### config.mk
export PLATFORM = sky130hd
export DESIGN_NAME = glyph_row_reader
export DESIGN_NICKNAME = d
export VERILOG_FILES = /design/src/rtl/glyph_pkg.sv /design/src/rtl/glyph_row_shifter.sv /design/src/rtl/glyph_row_reader.sv
export SDC_FILE = /design/constraint.sdc
export NUM_CORES = 1
export LEC_CHECK = 0
export BUFFER_PORTS_ARGS = -buffer_cell sky130_fd_sc_hd__buf_2
export CORE_UTILIZATION = 60
export DETAILED_ROUTE_END_ITERATION = 16
export MAX_ROUTING_LAYER = met4
export PLACE_DENSITY_LB_ADDON = 0.05
export SLEW_MARGIN = 20
export SYNTH_ARGS = -nofsm -noshare
export SYNTH_HDL_FRONTEND = slang
export SYNTH_HIERARCHICAL = 1
export SYNTH_SLANG_ARGS = --single-unit
### constraint.sdc
create_clock -name clock -period 4.7 [get_ports clock]
set_input_delay 0.235 -clock clock [delete_from_list [all_inputs] [get_ports clock]]
set_output_delay 0.235 -clock clock [all_outputs]
set_load 0.1 [all_outputs]
### src/rtl/glyph_pkg.sv
// Shared constants and state type for the glyph ROM row reader.
// Geometry: 128 one-bit ROM addresses folded into 16 rows of 8 pixels.
package glyph_pkg;

    localparam int ADDR_W    = 7;
    localparam int ROW_W     = 8;
    localparam int ROWS      = (1 << ADDR_W) / ROW_W;
    localparam int ROW_IDX_W = $clog2(ROWS);
    localparam int COL_W     = $clog2(ROW_W);
    localparam int CNT_W     = COL_W + 1;

    typedef enum logic [1:0] {
        IDLE,
        FETCH,
        HOLD,
        DONE
    } reader_state_t;

endpackage

### src/rtl/glyph_row_shifter.sv
// Row capture register: inserts ROM bits by column and publishes the finished word.
// Define GLYPH_ROW_MIRROR_EN to pack column c into bit c (mirrored glyph) instead of MSB-first.
module glyph_row_shifter
    import glyph_pkg::*;
(
    input  logic             clock,
    input  logic             rst_n,
    input  logic             clear,
    input  logic             insert,
    input  logic [COL_W-1:0] col,
    input  logic             bit_in,
    input  logic             commit,
    output logic [ROW_W-1:0] row_data
);

    logic [ROW_W-1:0] work;
    logic [COL_W-1:0] pos;

`ifdef GLYPH_ROW_MIRROR_EN
    assign pos = col;
`else
    // Column 0 is the leftmost pixel, which lands in the MSB.
    assign pos = COL_W'(ROW_W - 1) - col;
`endif

    // The working word fills in the background; row_data only changes on commit,
    // so the consumer keeps seeing the last delivered row while the next one loads.
    always_ff @(posedge clock or negedge rst_n) begin
        if (!rst_n) begin
            work     <= '0;
            row_data <= '0;
        end else begin
            if (clear) begin
                work <= '0;
            end else if (insert) begin
                work[pos] <= bit_in;
            end
            if (commit) begin
                row_data <= work;
            end
        end
    end

endmodule

### src/rtl/glyph_row_reader.sv
// Sweeps a 1-bit glyph ROM and hands out packed row words over valid/ready.
// Packing order is selected in glyph_row_shifter by GLYPH_ROW_MIRROR_EN.
module glyph_row_reader
    import glyph_pkg::*;
(
    input  logic                 clock,
    input  logic                 rst_n,
    input  logic                 start,
    output logic [ADDR_W-1:0]    rom_address,
    input  logic                 rom_q,
    output logic [ROW_W-1:0]     row_data,
    output logic [ROW_IDX_W-1:0] row_idx,
    output logic                 row_valid,
    input  logic                 row_ready,
    output logic                 busy,
    output logic                 done
);

    reader_state_t          state;
    reader_state_t          next_state;
    logic [ROW_IDX_W-1:0]   row_cnt;
    logic [ROW_IDX_W-1:0]   row_next;
    logic [CNT_W-1:0]       issue_cnt;
    logic [CNT_W-1:0]       cap_cnt;
    logic [1:0]             pend;
    logic                   issuing;
    logic                   last_row;
    logic                   start_sweep;
    logic                   transfer;
    logic                   complete;
    logic                   insert;

    assign issuing  = (issue_cnt < CNT_W'(ROW_W));
    assign last_row = (row_cnt == ROW_IDX_W'(ROWS - 1));
    assign row_next = row_cnt + 1'b1;
    assign insert   = (state == FETCH) && pend[1];
    assign busy     = (state != IDLE);
    assign done     = (state == DONE);

    always_ff @(posedge clock or negedge rst_n) begin
        if (!rst_n) begin
            state <= IDLE;
        end else begin
            state <= next_state;
        end
    end

    // Row completion is detected one edge after the last capture, which gives
    // the ROW_W+2 start-to-valid latency and ROW_W+3 cycles per row at full rate.
    always_comb begin
        next_state  = state;
        start_sweep = 1'b0;
        transfer    = 1'b0;
        complete    = 1'b0;
        case (state)
            IDLE: begin
                if (start) begin
                    start_sweep = 1'b1;
                    next_state  = FETCH;
                end
            end
            FETCH: begin
                if (cap_cnt == CNT_W'(ROW_W)) begin
                    complete   = 1'b1;
                    next_state = HOLD;
                end
            end
            HOLD: begin
                if (row_ready) begin
                    transfer   = 1'b1;
                    next_state = last_row ? DONE : FETCH;
                end
            end
            DONE: begin
                next_state = IDLE;
            end
            default: begin
                next_state = IDLE;
            end
        endcase
    end

    // pend[0] marks an address presented this cycle, pend[1] marks ROM data
    // arriving on rom_q; captures are in issue order so cap_cnt is the column.
    always_ff @(posedge clock or negedge rst_n) begin
        if (!rst_n) begin
            rom_address <= '0;
            row_cnt     <= '0;
            issue_cnt   <= '0;
            cap_cnt     <= '0;
            pend        <= '0;
            row_valid   <= 1'b0;
            row_idx     <= '0;
        end else if (start_sweep) begin
            rom_address <= '0;
            row_cnt     <= '0;
            issue_cnt   <= CNT_W'(1);
            cap_cnt     <= '0;
            pend        <= 2'b01;
        end else if (transfer) begin
            row_valid <= 1'b0;
            if (last_row) begin
                rom_address <= '0;
                pend        <= '0;
            end else begin
                rom_address <= {row_next, {COL_W{1'b0}}};
                row_cnt     <= row_next;
                issue_cnt   <= CNT_W'(1);
                cap_cnt     <= '0;
                pend        <= 2'b01;
            end
        end else if (complete) begin
            row_valid <= 1'b1;
            row_idx   <= row_cnt;
            pend      <= '0;
        end else if (state == FETCH) begin
            if (issuing) begin
                rom_address <= rom_address + 1'b1;
                issue_cnt   <= issue_cnt + 1'b1;
            end
            pend <= {pend[0], issuing};
            if (pend[1]) begin
                cap_cnt <= cap_cnt + 1'b1;
            end
        end
    end

    glyph_row_shifter u_shifter (
        .clock    (clock),
        .rst_n    (rst_n),
        .clear    (start_sweep | transfer),
        .insert   (insert),
        .col      (cap_cnt[COL_W-1:0]),
        .bit_in   (rom_q),
        .commit   (complete),
        .row_data (row_data)
    );

endmodule

* Word-level counts from Yosys, hierarchy flattened *
Cells that the tools add are included.

cells by class
  add/subtract/negate cells = 5
  magnitude comparators = 3
  equality and inequality tests = 11
  mux-type cells = 44
  bitwise logic cells = 3
  reduce and logical (&&, ||, !) cells = 18

operators with widths
  operator             count
  $mux 4               15
  $mux 7               6
  $mux 2               8
  $mux 8               2
  $add 4x1->4 const B  3
  $mux 1               10
  $reduce_and 3->1     3
  $reduce_bool 3->1    3
  $bwmux 8             1
  $eq 4x4->1 const B   2
  $pmux 2 s4           1
  $reduce_and 4->1     2
  $reduce_bool 2->1    4
  $add 7x1->7 const B  1
  $ne 2x2->1 const B   3
  $ne 3x3->1 const B   2
  $eq 2x2->1 const B   2
  $lt 3x4->1 const B   1
  $lt 4x4->1 const B   1
  $reduce_and 2->1     2
  $reduce_bool 4->1    1
  $demux 1 s3          1
  $ge 3x1->1 const B   1
  $sub 3x3->3 const A  1
  other kinds (6)      8

word-level totals
  register bits = 44

* Longest topological paths before layout *
  depth in word-level cells = 8
  mapped depth = 6
  mapped depth without buffers = 6

* Cells and area by module *
Netlist, hierarchy kept.

modules (own cells, without submodules)
  module             instances  cells an instance  area an instance (um^2)  seq. area each (um^2)
  glyph_row_reader   1          143                1482.7                   700.7
  glyph_row_shifter  1          51                 721.9                    400.4

* Least setup slack after synthesis *
OpenSTA, ideal clock, no wires.

  kind = flip-flop to flip-flop
  start point = register rom_address[0]
  end point = register rom_address[6]
  arrival = 1.759 ns
  data required time = 4.574 ns
  path slack = 2.815 ns
  stages on the path, launching flop included = 5
  buffers on the path = 0
  clock period less this slack = 1.885 ns
  cell sequence = dfrtp_1 ha_1 and3_1 or3_1 o311a_1

between the ends
  word-level cells in the longest chain between the ends = 6

RTL lines
  what                    line                     text
  from (decl)             glyph_row_reader.sv:9    output logic [ADDR_W-1:0] rom_address,
  from (signal assigned)  glyph_row_reader.sv:106  rom_address <= {row_next, {COL_W{1'b0}}};
  from (signal assigned)  glyph_row_reader.sv:118  rom_address <= rom_address + 1'b1;
  $add 7x1->7             glyph_row_reader.sv:118
  $mux 7                  glyph_row_reader.sv:117  if (issuing) begin
  $mux 7                  glyph_row_reader.sv:116  end else if (state == FETCH) begin
  $mux 7                  glyph_row_reader.sv:112  end else if (complete) begin
  $mux 7                  glyph_row_reader.sv:100  end else if (transfer) begin
  $mux 7                  glyph_row_reader.sv:94   end else if (start_sweep) begin

Every way passes these cells. The select of a mux whose other input is x is not followed.
A chain may end at the register's enable or synchronous reset.

* Worst setup path after layout *
  start point = register cap_cnt[0]
  end point = register pend[0]

between the ends
  word-level cells in the longest chain between the ends = 6
  elaborated cells between the ends (all ways) = 7
  classes of those cells = eq/ne (1); mux (5); reduce/logical (1)

RTL lines
  what                    line                     text
  from (decl)             glyph_row_reader.sv:24   logic [CNT_W-1:0] cap_cnt;
  from (signal assigned)  glyph_row_reader.sv:123  cap_cnt <= cap_cnt + 1'b1;
  $eq 4x4->1 (*)          glyph_row_reader.sv:63   if (cap_cnt == CNT_W'(ROW_W)) begin
  $mux 1 (*)              glyph_row_reader.sv:63
  $mux 1 (*)              glyph_row_reader.sv:55   case (state)
  via complete            glyph_row_reader.sv:30   logic complete;
  $mux 2                  glyph_row_reader.sv:112
  $mux 2                  glyph_row_reader.sv:100
  $mux 2                  glyph_row_reader.sv:94
  to (signal assigned)    glyph_row_reader.sv:121  pend <= {pend[0], issuing};
  to (decl)               glyph_row_reader.sv:25   logic [1:0] pend;

Mark *: on every way through the listed nets, which the timed path passes. The rest lies on a longest branch.

==> results.py <==
metrics = {
    "routing": {
        "postRouteAntennaNets": 0,
        "via_count": 1662,
        "routed_wl_mm": 4.594,
        "vias_per_cell": 6.178,
        "remaining_drc_errors": 0,
        "drt_pass1_iterations": 4,
        "drt_iter0_markers": 210,
        "wl_per_cell_um": 17.08,
    },
    "timing": {
        "clock_skew_ps": 26.93,
        "worst_pin_slew_ps": 931.8,
        "worst_slack_ps": 2699,
        "fin_crit_ps": 2001,
        "finalHoldViolations": 25,
        "rsz0062_at_grt": "false",
        "timing.fmax_ghz": 0.4999,
        "final_max_slew_viol_count": 0,
        "fin_tns_setup_ps": 0,
        "slew_headroom_pct": 37.88,
        "final.period_utilization_pct": 42.56,
        "finalSetupViolations": 0,
        "whs_ps": -19.45,
    },
    "grt": {
        "grt_pass1_wl_mm": 7.852,
        "groute.usage.overall_pct": 26.96,
        "grt_pass1_vias": 1604,
        "antenna_found_initial": 0,
        "globalRouteOverflowTotal": 0,
        "grt_start_max_net_pins": 45,
    },
    "logic_synthesis": {
        "syn_nets": 204,
        "synthMostInstantiatedCell": "dfrtp_1",
        "synthTopCellsByCount": "dfrtp_1 (44), mux2_2 (13), nand2_1 (13)",
        "yosysTopAreaCell": "dfrtp_1",
        "yosys_warnings": 6,
        "ys.flop_type": "dfrtp_1",
        "synth_edf_count": 0,
        "async_reset_ff_share_pct": 100.0,
        "synth_top_area_share_pct": 49.94,
        "avgSynthCellArea_um2": 11.36,
        "ys_ff_latch": 44,
        "ys_types": 46,
        "synth-seq-area-share_pct": 49.94,
        "synth_area_leaders": "dfrtp_1 (50%), mux2_2 (6.6%), mux2i_1 (3.6%)",
        "syn_area_mm2": 0.002205,
        "netlist_instances": 194,
    },
    "die": {
        "dieArea_mm2": 0.003921,
        "core_mm2": 0.003416,
        "num_rows": 21,
        "die_w_um": 62.62,
        "die_h_um": 62.62,
        "start_util_pct": 64.54,
        "io_pins": 27,
    },
    "placement": {
        "dpl.hpwl_mm": 3.248,
        "io_buffers": 26,
        "gp_congestion": 0.9117,
        "pre_cts_ws_ps": 2726,
    },
    "setup_path": {
        "slowest_stage": "dfrtp_1",
        "worst_setup_path_start_kind": "flop",
        "crit_path_end_kind": "flop",
        "cp.arrival_ps": 2270,
        "crit_chain": "inv_1, ha_1, nand3b_2, nor2_4, a2111oi_0, a311o_1",
        "slowest_delay_ps": 550,
        "path_class": "reg2reg",
        "crit_fanout": 16,
        "reg2reg_slack_ps": 2700,
        "required_ps": 4970,
    },
    "final_layout": {
        "num-fill-cells": 272,
        "num_antenna_cells": 0,
        "regArea_mm2": 0.001101,
        "multi_input_area_mm2": 0.001059,
        "drive_above_1_share_pct": 25.11,
        "areaGrowthSynthToFinish_pct": 9.932,
        "finalNetCount": 232,
    },
    "clocking": {
        "cts_tree": "built",
        "root_buffer": "clkbuf_4",
        "hold_buffers": 0,
        "clock_path_buffers": 2,
        "cts_setup_buffers": 0,
        "cts_sinks": 44,
        "ctsResizeCount": 0,
        "cts-buffers-inserted": 5,
        "path_clk_slew_ps": 150,
        "insertion_delay_ps": 370,
        "cts-htree-levels": 2,
    },
    "flow_run": {
        "cap_violations": 0,
    },
    "run_status": {
        "violations": "hold timing",
        "run_status": "finished, violations left",
    },
    "hold_path": {
        "hold_class": "in2async",
    },
}
==> placed cells by master (no fill, tap or decap), types with 2 or more instances in the layout <==
cell type | netlist | layout
a21o_1 | 3 | 3
dfrtp_1 | 44 | 44
and4bb_1 | 3 | 3
a22o_1 | 5 | 5
or3_1 | 5 | 5
nand4_1 | 3 | 3
mux2_2 | 13 | 13
a31oi_1 | 2 | 2
nand4b_1 | 3 | 3
o21ai_0 | 8 | 8
buf_2 | 3 | 26
and2_1 | 4 | 4
ha_1 | 5 | 5
clkinvlp_4 | 0 | 2
inv_1 | 4 | 4
and3_1 | 5 | 5
nand3_1 | 9 | 9
nand2b_1 | 9 | 9
xor2_1 | 4 | 4
mux2i_1 | 8 | 8
nor2_1 | 6 | 6
clkbuf_4 | 0 | 5
a21oi_1 | 10 | 10
and3b_1 | 2 | 2
nand2_1 | 13 | 13
==> path summary, 6_finish.rpt <==
check | start | end | cells after the start
worst max register to register | cap_cnt[0] | pend[0] | 6
worst min register to register | row_valid | row_valid | 1
min in group clock | row_ready | state[1] | 3
worst min-delay path | rst_n | cap_cnt[1] | 1
worst max-delay path | cap_cnt[0] | pend[0] | 6
max in group asynchronous | rst_n | u_shifter/row_data[2] | 1
==> worst max-delay path, delay by kind of cell, from the launching register on <==
family / cells / cell delay (ps)
AOI/OAI and AO/OA: 2 / 430
and+or+nand+nor: 2 / 660
adders and majority gates: 1 / 160
buffers and inverters: 1 / 110
DFF: 1 / 550
==> layout make-up <==
type                    count  area share, %
clock buffers               5          1.549
clock inverters             3         0.9809
inverters                   4         0.6195
multi-input cells         141          43.68
flip-flops and latches     44          45.43
well taps                  46          2.375
repair buffers             26          5.369
==> state kept, by name, summed over array words and instances (netlist names) <==
register / count
u_shifter/row_data: 8
u_shifter/work: 8
rom_address: 7
cap_cnt: 4
issue_cnt: 4
row_cnt: 4
row_idx: 4
pend: 2
state: 2
row_valid: 1
==> kinds of logic after synthesis <==
kind of cell / Yosys count / share of synthesized area (%)
buf+inv: 9 / 2.043
simple gates: 71 / 20.60
fa+ha+maj: 5 / 2.838
xor+xnor: 4 / 1.589
compound gates: 40 / 12.71
flops: 44 / 49.94
mux: 21 / 10.27
==> metrics by stage <==
step           hold slack (ps)  instances  utilization [%]  area (um2)
6_report                -19.45        269            70.95        2424
5_1_grt                  54.87        269            70.95        2424
4_1_cts                  5.629        269            70.95        2424
3_5_place_dp             433.8        261            69.16        2362
3_3_place_gp             418.7        261            69.16        2362
2_1_floorplan           -60.59        194                -        2205
==> per-layer routing <==
| metal | track usage, % | vias to the layer above | share of wire (%) |
|---|---|---|---|
| met5 | - | - | 0 |
| met4 | 12.21 | 0 | 1.3 |
| met3 | 3.832 | 7 | 5.5 |
| met2 | 40.76 | 62 | 49 |
| met1 | 36.34 | 815 | 44 |
| li1 | - | 778 | - |
Power is not shown: default switching activity piles up to over one toggle a cycle in this logic, so the estimate is an artifact.
